### config.mk
export PLATFORM = sky130hd
export DESIGN_NAME = arm_alu_writeback
export DESIGN_NICKNAME = d
export VERILOG_FILES = /design/src/rtl/arm_alu_writeback_pkg.sv /design/src/rtl/arm_cond_check.sv /design/src/rtl/arm_alu_writeback.sv
export SDC_FILE = /design/constraint.sdc
export NUM_CORES = 1
export LEC_CHECK = 0
export CAP_MARGIN = 20
export CORE_MARGIN = 2
export CORE_UTILIZATION = 40
export DETAILED_ROUTE_END_ITERATION = 10
export GPL_TIMING_DRIVEN = 0
export PLACE_DENSITY = 0.86
export RECOVER_POWER = 50
export SLEW_MARGIN = 20
export SYNTH_ARGS = -nofsm -noshare
export SYNTH_HDL_FRONTEND = slang
export SYNTH_HIERARCHICAL = 1
export SYNTH_SLANG_ARGS = --single-unit
### constraint.sdc
create_clock -name clk -period 5.75 [get_ports clk]
set_clock_uncertainty 0.2 [all_clocks]
set_input_delay 1.725 -clock clk [delete_from_list [all_inputs] [get_ports clk]]
set_output_delay 1.725 -clock clk [all_outputs]
set_load 0.02 [all_outputs]
### src/rtl/arm_alu_writeback_pkg.sv
// Shared ARM definitions for the execute/writeback slice: opcodes, CPSR flag
// bit positions, condition codes and the pending register-file write record.
package arm_alu_writeback_pkg;

   localparam logic [3:0] OP_AND = 4'b0000;
   localparam logic [3:0] OP_EOR = 4'b0001;
   localparam logic [3:0] OP_SUB = 4'b0010;
   localparam logic [3:0] OP_RSB = 4'b0011;
   localparam logic [3:0] OP_ADD = 4'b0100;
   localparam logic [3:0] OP_ADC = 4'b0101;
   localparam logic [3:0] OP_SBC = 4'b0110;
   localparam logic [3:0] OP_RSC = 4'b0111;
   localparam logic [3:0] OP_TST = 4'b1000;
   localparam logic [3:0] OP_TEQ = 4'b1001;
   localparam logic [3:0] OP_CMP = 4'b1010;
   localparam logic [3:0] OP_CMN = 4'b1011;
   localparam logic [3:0] OP_ORR = 4'b1100;
   localparam logic [3:0] OP_MOV = 4'b1101;
   localparam logic [3:0] OP_BIC = 4'b1110;
   localparam logic [3:0] OP_MVN = 4'b1111;

   localparam int CPSR_N = 31;
   localparam int CPSR_Z = 30;
   localparam int CPSR_C = 29;
   localparam int CPSR_V = 28;

   localparam logic [3:0] COND_EQ = 4'b0000;
   localparam logic [3:0] COND_NE = 4'b0001;
   localparam logic [3:0] COND_CS = 4'b0010;
   localparam logic [3:0] COND_CC = 4'b0011;
   localparam logic [3:0] COND_MI = 4'b0100;
   localparam logic [3:0] COND_PL = 4'b0101;
   localparam logic [3:0] COND_VS = 4'b0110;
   localparam logic [3:0] COND_VC = 4'b0111;
   localparam logic [3:0] COND_HI = 4'b1000;
   localparam logic [3:0] COND_LS = 4'b1001;
   localparam logic [3:0] COND_GE = 4'b1010;
   localparam logic [3:0] COND_LT = 4'b1011;
   localparam logic [3:0] COND_GT = 4'b1100;
   localparam logic [3:0] COND_LE = 4'b1101;
   localparam logic [3:0] COND_AL = 4'b1110;

   localparam logic [3:0] REG_PC = 4'd15;

   typedef struct packed {
      logic        vld;
      logic [3:0]  rd;
      logic [31:0] data;
   } wb_req_t;

   // TST/TEQ/CMP/CMN: always set flags, never write rd
   function automatic logic is_compare(input logic [3:0] op);
      return (op == OP_TST) || (op == OP_TEQ) || (op == OP_CMP) || (op == OP_CMN);
   endfunction

endpackage

### src/rtl/arm_cond_check.sv
// ARM condition-field evaluator; purely combinational so the branch unit can
// share it. The 4'b1111 encoding never passes.
module arm_cond_check
   import arm_alu_writeback_pkg::*;
(
   input  logic [3:0] cond,
   input  logic [3:0] nzcv,
   output logic       pass
);

   logic n, z, c, v;
   assign {n, z, c, v} = nzcv;

   always_comb begin
      pass = 1'b0;
      case (cond)
         COND_EQ: pass = z;
         COND_NE: pass = !z;
         COND_CS: pass = c;
         COND_CC: pass = !c;
         COND_MI: pass = n;
         COND_PL: pass = !n;
         COND_VS: pass = v;
         COND_VC: pass = !v;
         COND_HI: pass = c && !z;
         COND_LS: pass = !c || z;
         COND_GE: pass = (n == v);
         COND_LT: pass = (n != v);
         COND_GT: pass = !z && (n == v);
         COND_LE: pass = z || (n != v);
         COND_AL: pass = 1'b1;
         default: pass = 1'b0;
      endcase
   end

endmodule

### src/rtl/arm_alu_writeback.sv
// Execute/writeback stage behind arm_alu: owns the CPSR flags, gates results on
// the condition field and holds a one-entry pending write to the RF or the PC.
module arm_alu_writeback
   import arm_alu_writeback_pkg::*;
#(
   parameter logic [31:0] CPSR_RESET = 32'h0000_00D3,
   parameter int          CNT_W      = 32
) (
   input  logic             clk,
   input  logic             reset,
   input  logic             in_valid,
   output logic             in_ready,
   input  logic [3:0]       in_cond,
   input  logic [3:0]       in_opcode,
   input  logic             in_s,
   input  logic [3:0]       in_rd,
   input  logic [31:0]      alu_out,
   input  logic [31:0]      cpsr_next,
   output logic [31:0]      cpsr,
   output logic             rf_we,
   output logic [3:0]       rf_waddr,
   output logic [31:0]      rf_wdata,
   input  logic             wb_stall,
   output logic             pc_load,
   output logic [31:0]      pc_target,
   output logic [CNT_W-1:0] retired_count,
   output logic [CNT_W-1:0] skipped_count
);

   logic [3:0] flags;
   wb_req_t    pend;
   logic       pend_pc, pass, accept, retire, cmp;

   // Only NZCV is architectural state here; the low bits are fixed at reset value
   assign cpsr = {flags, CPSR_RESET[27:0]};

   arm_cond_check u_cond (
      .cond (in_cond),
      .nzcv (flags),
      .pass (pass)
   );

   assign cmp      = is_compare(in_opcode);
   assign pend_pc  = (pend.rd == REG_PC);
   // A PC load never waits on the register file
   assign in_ready = !(pend.vld && wb_stall && !pend_pc);
   assign accept   = in_valid && in_ready;
   assign retire   = pend.vld && (pend_pc || !wb_stall);

   assign rf_we     = pend.vld && !pend_pc;
   assign pc_load   = pend.vld && pend_pc;
   assign rf_waddr  = pend.rd;
   assign rf_wdata  = pend.data;
   assign pc_target = pend.data;

   always_ff @(posedge clk) begin
      if (reset) begin
         flags         <= CPSR_RESET[31:28];
         pend          <= '0;
         retired_count <= '0;
         skipped_count <= '0;
      end else begin
         if (accept && pass) begin
            retired_count <= retired_count + 1'b1;
            if (in_s || cmp)
               flags <= cpsr_next[CPSR_N:CPSR_V];
         end else if (accept) begin
            skipped_count <= skipped_count + 1'b1;
         end

         // A new write overwrites a retiring one on the same edge
         if (accept && pass && !cmp) begin
            pend.vld  <= 1'b1;
            pend.rd   <= in_rd;
            pend.data <= alu_out;
         end else if (retire) begin
            pend.vld <= 1'b0;
         end
      end
   end

endmodule

==> results of run 1 <==
## area by class of cell
cell class | instances | share of cell area
plain buffers | 136 | 0.1097
flip-flops and latches | 105 | 0.2539
inverters | 6 | 0.002720
diodes | 1 | 0.0003022
clock buffers | 11 | 0.02931
clock inverters | 5 | 0.006649
well taps | 180 | 0.02720
multi-input cells | 487 | 0.3454
repair buffers | 186 | 0.2248
## registers in the layout, summed over array words and instances (netlist names)
register       flops
pc_target         32
flags              4
retired_count     32
pend               1
rf_waddr           4
skipped_count     32
## metrics by stage
stage	cell area, um^2	cells	utilization	power [uW]	worst slack (ns)
2_1_floorplan	5893	734	-	963.9	1.657
3_3_place_gp	7980	1100	0.5683	1088	0.6755
6_report	8280	1117	0.5897	1693	0.6715
4_1_cts	8278	1116	0.5895	1719	0.6571
5_1_grt	8280	1117	0.5897	1762	0.6284
3_5_place_dp	7980	1100	0.5683	1093	0.6338
## final timing paths
path | to | slack [ns] | depth (start not counted)
min reg2reg | pc_target[17]$_SDFFE_PP0P_ | 0.27 | 2
min | pc_target[17]$_SDFFE_PP0P_ | 0.27 | 2
max | in_ready | 0.67 | 4
max reg2reg | skipped_count[30]$_SDFFE_PP0P_ | 2.49 | 9
## placed cells by master (no fill, tap or decap), types with 8 or more instances in the layout
cell             instances
dfxtp_1                105
buf_4                   97
nor4_1                  16
xor2_1                   8
clkdlybuf4s50_1         64
nand2_1                103
clkbuf_1                27
nor2b_1                 29
nor2_1                  46
buf_2                    9
clkbuf_16                9
o31ai_1                 16
mux2_2                  25
and4_1                  11
and3_1                  10
nand4_1                 11
dlygate4sd3_1          122
o21ai_0                  9
conb_1                  28
nor3_1                  13
or3_1                    9
and2_1                   8
a21oi_1                 66
nand3_1                 16
or4_1                   15
## kinds of logic after synthesis
family | count (synthesis) | share of synthesized area
AOI/OAI and AO/OA | 114 | 0.1207
xor gates and xnor gates | 10 | 0.01641
adders and majority gates | 2 | 0.004317
buffers and inverters | 142 | 0.1606
DFF | 105 | 0.3627
muxes | 35 | 0.06736
other | 2 | 0.001296
and+or+nand+nor | 298 | 0.2666
## power by group through the flow
stage | clock, uW | combinational [uW] | sequential (uW)
detailed placement | 0 | 311 | 783
finish | 628 | 299 | 766
floorplan | 0 | 182 | 782
global placement | 0 | 307 | 782
CTS | 641 | 312 | 766
global route | 672 | 323 | 768
## metal layers
| metal | global-route usage | routed length [um] | vias to the layer above |
|---|---|---|---|
| met4 | 0.04825 | 231 | 0 |
| li1 | - | - | 2804 |
| met2 | 0.3664 | 8384 | 207 |
| met1 | 0.2622 | 7242 | 2608 |
| met3 | 0.06443 | 1161 | 11 |
| met5 | 0 | 0 | - |
## worst max-delay path, stage by stage
cell and delay, ns:
clkdlybuf4s50_1 0.41, and2_1 0.21, nand2_1 0.14, clkdlybuf4s50_1 0.66
==> metrics.md, run 1 <==
| Metric | Value |
|---|---|
| Fill cell count | between 1000 and 1500 |
| Clock sink total | 105 |
| Sequential fraction of the synthesis area | 0.3627 |
| Post-synth EDFFs | 0 |
| Critical Path AT | 3.15 ns |
| RD Place Congestion | around 0.85 |
| Top cell type's share of synthesized area | 0.3627 |
| Period utilization | 0.8832 |
| Crit. End Element | primary output |
| Crit path required time | around 3.8 ns |
| Mapped cell area | around 5800 um^2 |
| Root buffer cell | clkbuf_16 |
| Initial antenna violation count | 1 |
| Post CTS Setup Buffer Count | 0 |
| Unrepaired setup endpoints after global routing | no |
| P_leak | between 0.003 and 0.004 uW |
| Gate power share | 0.177 |
| Multi-input gate area | 2860 um^2 |
| Fmax | 196.9 MHz |
| Pwr Density | between 200 and 250 nW/um^2 |
| Initial Util | 0.4127 |
| Die Y | 124.4 um |
| Tot GR Track Use | 0.2132 |
| Clock power share | 0.371 |
| # hold bufs at CTS | 0 |
| Core area | 14040 um^2 |
| Die W | 124.4 um |
| Port bufs | ~190 |
| Worst Path Max Fanout | 4 |
| Vias in the first global route | between 5000 and 6000 |
| Drt wl/cell | 15.24 um |
| Num CTS Buffers | 9 |
| Area leader, netlist | dfxtp_1 |
| Ratio of cells with drive above 1 in the final layout | 0.1677 |
| Setup violators final | 0 |
| Die area | between 15000 and 20000 um^2 |
| Outcome | completed |
| DRT Pass-1 Iters | 5 |
| Remaining Overflow, GRT | 0 |
| Num rows | 43 |
| Syn. warnings | 6 |
| Count leader, synth | dfxtp_1 |
| Hold crit path type | reg2reg |
| Synth-to-Final Area Change | 42.88% |
| Nets | 1014 |
| Vias per cell | 5.040 |
| HP Start | pc_target[17]$_SDFFE_PP0P_ |
| Switching pwr | 454.6 uW |
| Pint | approximately 1200 uW |
| MaxCap Viol Count | 0 |
| Predominant post-synthesis flop cell | dfxtp_1 |
| Worst VDD drop | 0.0001341 V |
| H-tree depth | 3 |
| Synth top area cells | dfxtp_1, buf_4, nand2_1 |
| Dpl hpwl | 12990 um |
| Hold Fails Final Rpt | 0 |
| Mapped Cells | 708 |
| DR iter-0 viols | a little under 400 |
| Largest net degree at the start of global routing | 17 |
| I/O Pins | 248 |
| Slew Limit Headroom | 0.5579 |
| Reg2reg start | flags[3]$_SDFFE_PP0P_ |
| Synth Register Bits | 105 |
| Later-pin clock latency in the skew report | 0.35 ns |
| FF+latch area | 2102 um^2 |
| Synthesized area per cell | 8.186 um^2 |
| Flop pwr share | 0.452 |
| Post_cts resized | 0 |
| Async SR Flop Fraction | 0 |
| Hold WS | 0.2712 ns |
| Slew Viols, Final | 0 |
| Worst slew pin tran | 0.6619 ns |
| Switching share of power | 0.2685 |
| CTS tree | done |
| Post-synth cell types | 51 |
| Antenna Nets Post-Route | 0 |
| Start point of the critical path | wb_stall |
| First-pass GRT wire length | 26980 um |
| Clock Path Buffers | 2 |
| Post-route minimum period | 5.079 ns |
| Synth top cells by count | dfxtp_1, nand2_1, buf_4 |
| Fin Setup TNS | 0 ns |
| DRC Markers | 0 |
| CTS clk-pin slew, worst paths | 0.07 ns |
| Detailed Route WL | 17020 um |
| Kind of critical path | in2out |
| Routed vias | between 5000 and 6000 |
| Critical Path Start Type | input pin |
(Power assumes the default switching activity.)
==> run 2: changes to the inputs <==
- CORE_UTILIZATION: 40 -> 39
- PLACE_DENSITY: 0.86 -> 0.88
- clock period: 5.75 -> 4.3 ns (I/O delays scaled with it)
==> metrics.md, run 2 (synthesis gave the netlist of run 1 again) <==
| Metric | Value |
|---|---|
| Detailed Route WL | 17030 um |
| Routed vias | 5733 |
| DR iter-0 viols | 352 |
| Vias in the first global route | 5273 |
| Remaining Overflow, GRT | 0 |
| Hold Fails Final Rpt | 0 |
| Num rows | 44 |
| Num CTS Buffers | 9 |
| Fill cell count | 1282 |
| Post-route minimum period | roughly 4.2 ns |
| Fmax | 240.6 MHz |
| I/O Pins | approximately 250 |
| Commonest cells after routing, fill and taps aside | dlygate4sd3_1, dfxtp_1, nand2_1, buf_4, a21oi_1 |
| Tot GR Track Use | 0.2077 |
| Outcome | completed |
| CTS clk-pin slew, worst paths | 0.07 ns |
| Commonest non-fill, non-tap cell in the layout | dlygate4sd3_1 |
| FF+latch area | 2102 um^2 |
| Flop pwr share | 0.446 |
| Clock power share | 0.380 |
| Pwr Density | between 200 and 300 nW/um^2 |
| Initial Util | 0.3988 |
| Worst Path Max Fanout | 10 |
| Kind of critical path | in2reg |
| RD Place Congestion | 0.8919 |
| WP buf/inv | 2 |
| Pint | between 1500 and 2000 uW |
| Cell depth of the worst setup path | 10 |
| P_leak | between 0.003 and 0.004 uW |
| Vias per cell | 5.119 |
| Hold crit path type | reg2reg |
| Root buffer cell | clkbuf_16 |
| Nets | 1014 |
| Critical Path AT | 4.20 ns |
| Multi-input gate area | 2893 um^2 |
| MaxCap Viol Count | 0 |
| Period utilization | 0.9664 |
| R2R depth | 9 |
| N_diodes | 0 |
| Design area | around 8300 um^2 |
| Port bufs | 186 |
| Slew Limit Headroom | 0.5767 |
| Slew Viols, Final | 0 |
| DRC Markers | 0 |
| Crit-path slowest cell | clkdlybuf4s50_1 |
| Core area | 14530 um^2 |
| Worst VDD drop | 0.0001924 V |
| Critical Path Start Type | input pin |
| Ratio of cells with drive above 1 in the final layout | 0.1752 |
| Crit path required time | 4.34 ns |
| Antenna Nets Post-Route | 0 |
| Drt wl/cell | between 15 and 20 um |
| Switching pwr | 616.8 uW |
| DRT Pass-1 Iters | 5 |
| Later-pin clock latency in the skew report | 0.35 ns |
| Clock sink total | 105 |
| Placement Cell Area | between 7000 and 8000 um^2 |
| First-pass GRT wire length | around 27000 um |
| Hold depth | 2 |
| Switching share of power | 0.2687 |
| Unrepaired setup endpoints after global routing | no |
| Setup violators final | 0 |
| Worst slew pin tran | 0.6350 ns |
| Die Y | about 130 um |
| CP top delay family | buffers and inverters |
| Die area | 15850 um^2 |
| Dpl hpwl | 13020 um |
| Largest net degree at the start of global routing | 18 |
| Die W | around 130 um |
| Clock Path Buffers | 2 |
| H-tree depth | 3 |
| CTS tree | done |
| CP peak stage delay | roughly 0.62 ns |
| Fin Setup TNS | 0 ns |
| Crit. End Element | flop |
| Worst path cell trace | clkdlybuf4s50_1 -> mux2_4 -> a21oi_1 -> o211ai_1 -> a211o_1 -> nor2b_4 -> o21ai_1 -> clkbuf_2 -> nor4_1 -> mux2_2 |
| Synth-to-Final Area Change | 43.76% |
| Gate power share | 0.175 |
| Initial antenna violation count | 0 |
run 2: changes by cell type in the layout (fill, tap and decap cells not counted), moves of 2 or more:
cell        delta
clkinvlp_4     -2
clkbuf_1       -3
nor4_2         +4
nor4_1         -4
inv_6          +2
run 2: area by class of cell:
cell class,count,share of cell area
clock buffers,11,0.03033
repair buffers,186,0.2233
well taps,184,0.02763
plain buffers,136,0.1092
flip-flops and latches,105,0.2523
inverters,6,0.002703
clock inverters,5,0.007358
multi-input cells,487,0.3472
run 2: power groups by stage:
stage | Sequential [uW] | Combinational (uW) | Clock [uW]
5_1_grt | 1030 | 432 | 922
4_1_cts | 1020 | 416 | 886
6_report | 1020 | 401 | 871
2_1_floorplan | 1050 | 243 | 0
3_5_place_dp | 1050 | 415 | 0
3_3_place_gp | 1050 | 409 | 0
run 2: worst min-delay path: cells and delay by family (launching register included):
kind	cells	cell delay (ns)
simple gates	1	0.05
flops	1	0.32
compound gates	1	0.05
run 2: what timing repair did:
| action | in CTS | in global routing |
|---|---|---|
| setup buffers | 0 | 0 |
| hold buffers | 0 | 0 |
| endpoints found under the setup margin | 22 | 20 |
| gates resized for setup | 2 | 8 |
run 2: per-stage QoR:
step | hold slack, ns | utilization | setup WS, ns | cells | power, uW
2_1_floorplan | 0.2501 | - | 0.6416 | 734 | 1289
3_3_place_gp | 0.2563 | 0.5494 | -0.5426 | 1104 | 1454
3_5_place_dp | 0.2637 | 0.5494 | -0.5426 | 1104 | 1462
4_1_cts | 0.2734 | 0.5711 | -0.002012 | 1120 | 2326
5_1_grt | 0.2920 | 0.5733 | 0.0006501 | 1120 | 2381
6_report | 0.2716 | 0.5733 | 0.1445 | 1120 | 2296
run 2: layer usage:
metal / vias up / track usage / wire (um)
li1: 2796 / - / -
met1: 2673 / 0.2577 / 7177
met2: 234 / 0.3659 / 8488
met3: 30 / 0.03866 / 1051
met4: 0 / 0.06270 / 309
met5: - / 0 / 0
run 2: worst paths after layout:
path / from / endpoint / slack (ns)
worst max register to register: flags[3]$_SDFFE_PP0P_ / skipped_count[16]$_SDFFE_PP0P_ / 1.24
worst min register to register: pc_target[11]$_SDFFE_PP0P_ / pc_target[11]$_SDFFE_PP0P_ / 0.27
worst max-delay path: in_cond[2] / skipped_count[16]$_SDFFE_PP0P_ / 0.14
worst min-delay path: pc_target[11]$_SDFFE_PP0P_ / pc_target[11]$_SDFFE_PP0P_ / 0.27
==> RTL change 1: new RTL, config.mk and constraints of run 2 <==
Register the output `retired_count` once more, with the module's reset; this adds one clock of latency there. The other outputs are not delayed to match.
--- a/src/rtl/arm_alu_writeback.sv
+++ b/src/rtl/arm_alu_writeback.sv
@@ -26,6 +26,8 @@
    output logic [CNT_W-1:0] retired_count,
    output logic [CNT_W-1:0] skipped_count
 );
+
+   logic [CNT_W-1:0] retired_count_s0;
 
    logic [3:0] flags;
    wb_req_t    pend;
@@ -57,11 +59,11 @@
       if (reset) begin
          flags         <= CPSR_RESET[31:28];
          pend          <= '0;
-         retired_count <= '0;
+         retired_count_s0 <= '0;
          skipped_count <= '0;
       end else begin
          if (accept && pass) begin
-            retired_count <= retired_count + 1'b1;
+            retired_count_s0 <= retired_count_s0 + 1'b1;
             if (in_s || cmp)
                flags <= cpsr_next[CPSR_N:CPSR_V];
          end else if (accept) begin
@@ -79,5 +81,13 @@
       end
    end
 
+   always_ff @(posedge clk) begin
+      if (reset) begin
+         retired_count <= '0;
+      end else begin
+         retired_count <= retired_count_s0;
+      end
+   end
+
 endmodule
 
Behaviour: not the same (Yosys sat finds a counterexample within 4 cycles, from zero or initial values and one cycle with reset high).
==> RTL change 1 against run 2 <==
Worst setup slack gained 160 ps; sequential share of layout area rose by 5.0 points; register-to-register slack improved by 90 ps; die area increased by 7.7%; routed wire length is 2.3% lower; critical path type unchanged; final area grew 9.1%; power is 38% higher; final cell count up 5.4%; maximum frequency grew 3.9%; critical endpoint is now retired_count_s0[20]; sequential cell count rose by 32; critical path depth up 2; area after synthesis up 8.0%; clock power increased by 66%.
==> RTL change 1: results (changes against run 2) <==
Most instantiated cells after synthesis: dfxtp_1, buf_4, nand2_1, nor2_1, a21oi_1
Largest cells by area after synthesis: dfxtp_1, buf_4, xor2_1
Num CTS Buffers: 17 (+8)
First-pass GRT wire length: 25,900 um (-4.1%)
Overall routing resource usage: 0.193 (-0.0145)
GP Congestion: 0.855 (-4.1%)
Largest net degree at the start of global routing: 17 (-1)
Sw frac: 0.254 (-0.0144)
Sink Count: 137 (+30%)
DP Wirelength: 12,300 um (-5.4%)
Vias in the first global route: 5,319 (+0.87%)
Clk Latency, worst-skew pair: 420 ps (+70 ps)
Comb_multi_in: 474 (-2.7%)
Fraction of area in multi-input gates: 0.299 (-0.0478)
Share of post-route cells with drive strength above 1: 0.159 (-0.0165)
DR vias: 5,596 (-2.4%)
Fin nets: 1,034 (+2.0%)
Outcome: complete, no violations
R2R setup slack: 1330 ps (+90 ps)
Total wire length: 16,600 um (-2.3%)
Slew margin rel.: 0.351 (-0.226)
Unique masters post-synth: 50 (-2.0%)
FF/Latch Area: 0.00274 mm2 (+30%)
Inverter count: 4 (-2)
Critical path data arrival time: 4090 ps (-110 ps)
1st-iter DRT viols: 387 (+9.9%)
End of the worst hold path: pc_target[18]
ClkCell Share: 0.0646 (+0.0269)
Hold Crit Start: pc_target[18]
CP Capture Point: retired_count_s0[20]
-- RTL change 1: cell count changes in the layout (fill, tap and decap cells not counted), sizes merged, moves of 18 or more --
cell / run 2 / this run
nand4: 13 / 36
dfxtp: 105 / 137
nor2: 46 / 70
xor2: 8 / 41
mux2: 29 / 7
a21oi: 66 / 48
-- RTL change 1: stage by stage --
stage               std cells  hold WS (ps)  utilization  cell area (um2)  setup WS, ps
floorplan                 745           247            -             6360           668
global placement         1147           258        0.538             8490          -115
detailed placement       1147           263        0.538             8490          -202
CTS                      1179           272        0.576             9080          20.7
global route             1180           288        0.576             9090          43.0
finish                   1180           271        0.576             9090           301
-- RTL change 1: cell families (layout without fill, tap and decap cells) --
group           count (synthesis)  count (layout)  share of synthesized area
buf+inv                       134             353                      0.143
mux                            12              12                     0.0212
other cells                     2              28                    0.00120
simple gates                  314             314                      0.257
compound gates                 67              67                     0.0628
xor+xnor                       51              51                     0.0726
fa+ha+maj                       2               2                    0.00400
flops                         137             137                      0.438
-- RTL change 1: repair_timing --
item,CTS,global route
setup endpoints to repair,0,3
gates resized for setup,0,1
hold buffers,0,0
buffers inserted,0,1
-- RTL change 1: per-layer routing --
| layer | GRT usage | part of all wire | vias to the layer above |
|---|---|---|---|
| li1 | - | - | 2743 |
| met1 | 0.222 | 0.41 | 2584 |
| met2 | 0.337 | 0.48 | 219 |
| met3 | 0.0505 | 0.080 | 50 |
| met4 | 0.0901 | 0.032 | 0 |
| met5 | 0 | 0 | - |
-- RTL change 1: power groups by stage --
| stage | sequential [uW] | combinational, uW | clock (uW) |
|---|---|---|---|
| floorplan | 1350 | 241 | 0 |
| global placement | 1350 | 402 | 0 |
| detailed placement | 1350 | 410 | 0 |
| CTS | 1320 | 411 | 1470 |
| global route | 1330 | 430 | 1530 |
| finish | 1320 | 398 | 1450 |
==> RTL change 2: new RTL, settings of run 2 <==
Made on the original files. Change the parameter `CNT_W` from 32 to 16.
--- a/src/rtl/arm_alu_writeback.sv
+++ b/src/rtl/arm_alu_writeback.sv
@@ -4,7 +4,7 @@
    import arm_alu_writeback_pkg::*;
 #(
    parameter logic [31:0] CPSR_RESET = 32'h0000_00D3,
-   parameter int          CNT_W      = 32
+   parameter int          CNT_W      = 16
 ) (
    input  logic             clk,
    input  logic             reset,
Ports: changed (resized retired_count and skipped_count); port bits go from 248 to 216. The function was not compared with the original's and may differ.
==> RTL change 2 against run 2 <==
Worst setup slack gained 140 ps; power is 27% lower; non-clock buffer count shrank 52; routed wire length down 36%; final area decreased by 28%; area after synthesis fell by 32%; critical path depth shrank 1; sequential share of layout area shrank 0.78 points; maximum frequency increased by 3.5%; synthesized cell count decreased by 32%; sequential cell count shrank 32; via count shrank 33%; critical path type unchanged; largest cell class is now non-clock buffers; largest power group unchanged.
==> RTL change 2: results (changes against run 2) <==
Initial antenna violation count: 0 (unchanged)
Non-Filler Instances: 814 (-27%)
Clock root buffer: clkbuf_8
Clock Tree Buf Depth: 2 (unchanged)
Num CTS Buffers: 9 (unchanged)
Largest cells by area after synthesis: dfxtp_1, buf_4, nand2_1
Placed Instances: 798 (-28%)
First-pass GRT wire length: 18,100 um (-33%)
Pleak: 0.00263 uW (-27%)
H-tree depth: 3 (unchanged)
Finished Core Util: 0.612 (+0.0384)
Clk Latency, worst-skew pair: 350 ps (about the same)
PortBufs: 155 (-17%)
Post-synth ARST share: 0 (unchanged)
DR vias: 3,865 (-33%)
Max FFs per register: 32
Pre-antenna DRT Iters: 4 (-1)
1st-iter DRT viols: 154 (-56%)
DP Wirelength: 8260 um (-37%)
GP Congestion: 0.808 (-9.4%)
R2R setup slack: 1380 ps (+140 ps)
Slew @ Worst Pin: 742 ps (+107 ps)
Sequential area share after synthesis: 0.370 (+0.00775)
Largest net degree at the start of global routing: 13 (-5)
Class of the worst hold path: flop to flop
Synth area leader: dfxtp_1
Setup repair bufs after CTS: 0 (unchanged)
Antenna cells: 0 (unchanged)
Share of post-route cells with drive strength above 1: 0.192 (+0.0172)
Avg WL per Cell: 13.3 um (-13%)
Overall routing resource usage: 0.200 (-0.00724)
Pre-CTS setup slack: -36.5 ps (+506 ps)
Unique masters post-synth: 47 (-7.8%)
Fin nets: 759 (-25%)
Most instantiated cells after synthesis: buf_4, nand2_1, dfxtp_1, a21oi_1, nor2_1
Worst Setup Slack, final: 286 ps (+142 ps)
Critical path data arrival time: 4090 ps (-110 ps)
Outcome: complete, no violations
Hold slack: 273 ps (+1.27 ps)
PostCTS Resize Cnt: 0 (-2)
CP max FO: 9 (-1)
Vias in the first global route: 3,963 (-25%)
Avg Cell Area, Syn: 8.15 um2 (-0.43%)
Setup TNS: 0 ps (unchanged)
Clock transition at the registers of the reported paths: 80 ps
VDD IR-drop max: 0.161 mV (-17%)
-- RTL change 2: critical path, stage by stage --
cell and delay, ps:
clkdlybuf4s50_1 620, mux2_4 330, a21oi_1 150, o211ai_1 110, a211o_1 370, nor2b_1 280
o2111ai_2 310, or4_1 470, a21oi_1 160
-- RTL change 2: cells by family after synthesis --
group / share of synthesized area
AND/OR/NAND/NOR: 0.212
buffers and inverters: 0.211
AO/OA/AOI/OAI: 0.156
flip-flops: 0.370
XOR/XNOR: 0.0263
multiplexers: 0.0165
adder cells (fa/ha/maj): 0.00634
other: 0.00190
-- RTL change 2: worst paths after layout --
kind	cells past startpoint	startpoint	endpoint
setup reg to reg	8	flags[3]	skipped_count[12]
hold / removal	2	pc_target[25]	pc_target[25]
setup / recovery	9	in_cond[2]	skipped_count[12]
hold reg to reg	2	pc_target[25]	pc_target[25]
-- RTL change 2: routing by layer --
layer  track usage  routed length (um)  vias up
met3        0.0561                 755       23
met1         0.226                4360     1767
met5             0                   0        -
met2         0.351                5440      155
li1              -                   -     1920
met4        0.0905                 249        0
-- RTL change 2: where the power goes --
part	internal [uW]	switching (uW)	total, uW
Clock	315	263	578
Combinational	192	183	375
Sequential	702	28.0	730
-- RTL change 2: area by class of cell --
class | instances | area [um2]
Sequential cell | 73 | 1460
Buffer | 115 | 820
Fill cell | 834 | 3800
Clock buffer | 12 | 165
Inverter | 3 | 11.3
Clock inverter | 4 | 50.0
Timing Repair Buffer | 155 | 1550
Multi-Input combinational cell | 319 | 1750
Tap cell | 133 | 166
-- RTL change 2: through the flow --
| step | cell area [um2] | total power (uW) |
|---|---|---|
| floorplan | 4040 | 971 |
| global placement | 5760 | 1120 |
| detailed placement | 5760 | 1130 |
| CTS | 5980 | 1700 |
| global route | 5980 | 1760 |
| finish | 5980 | 1680 |
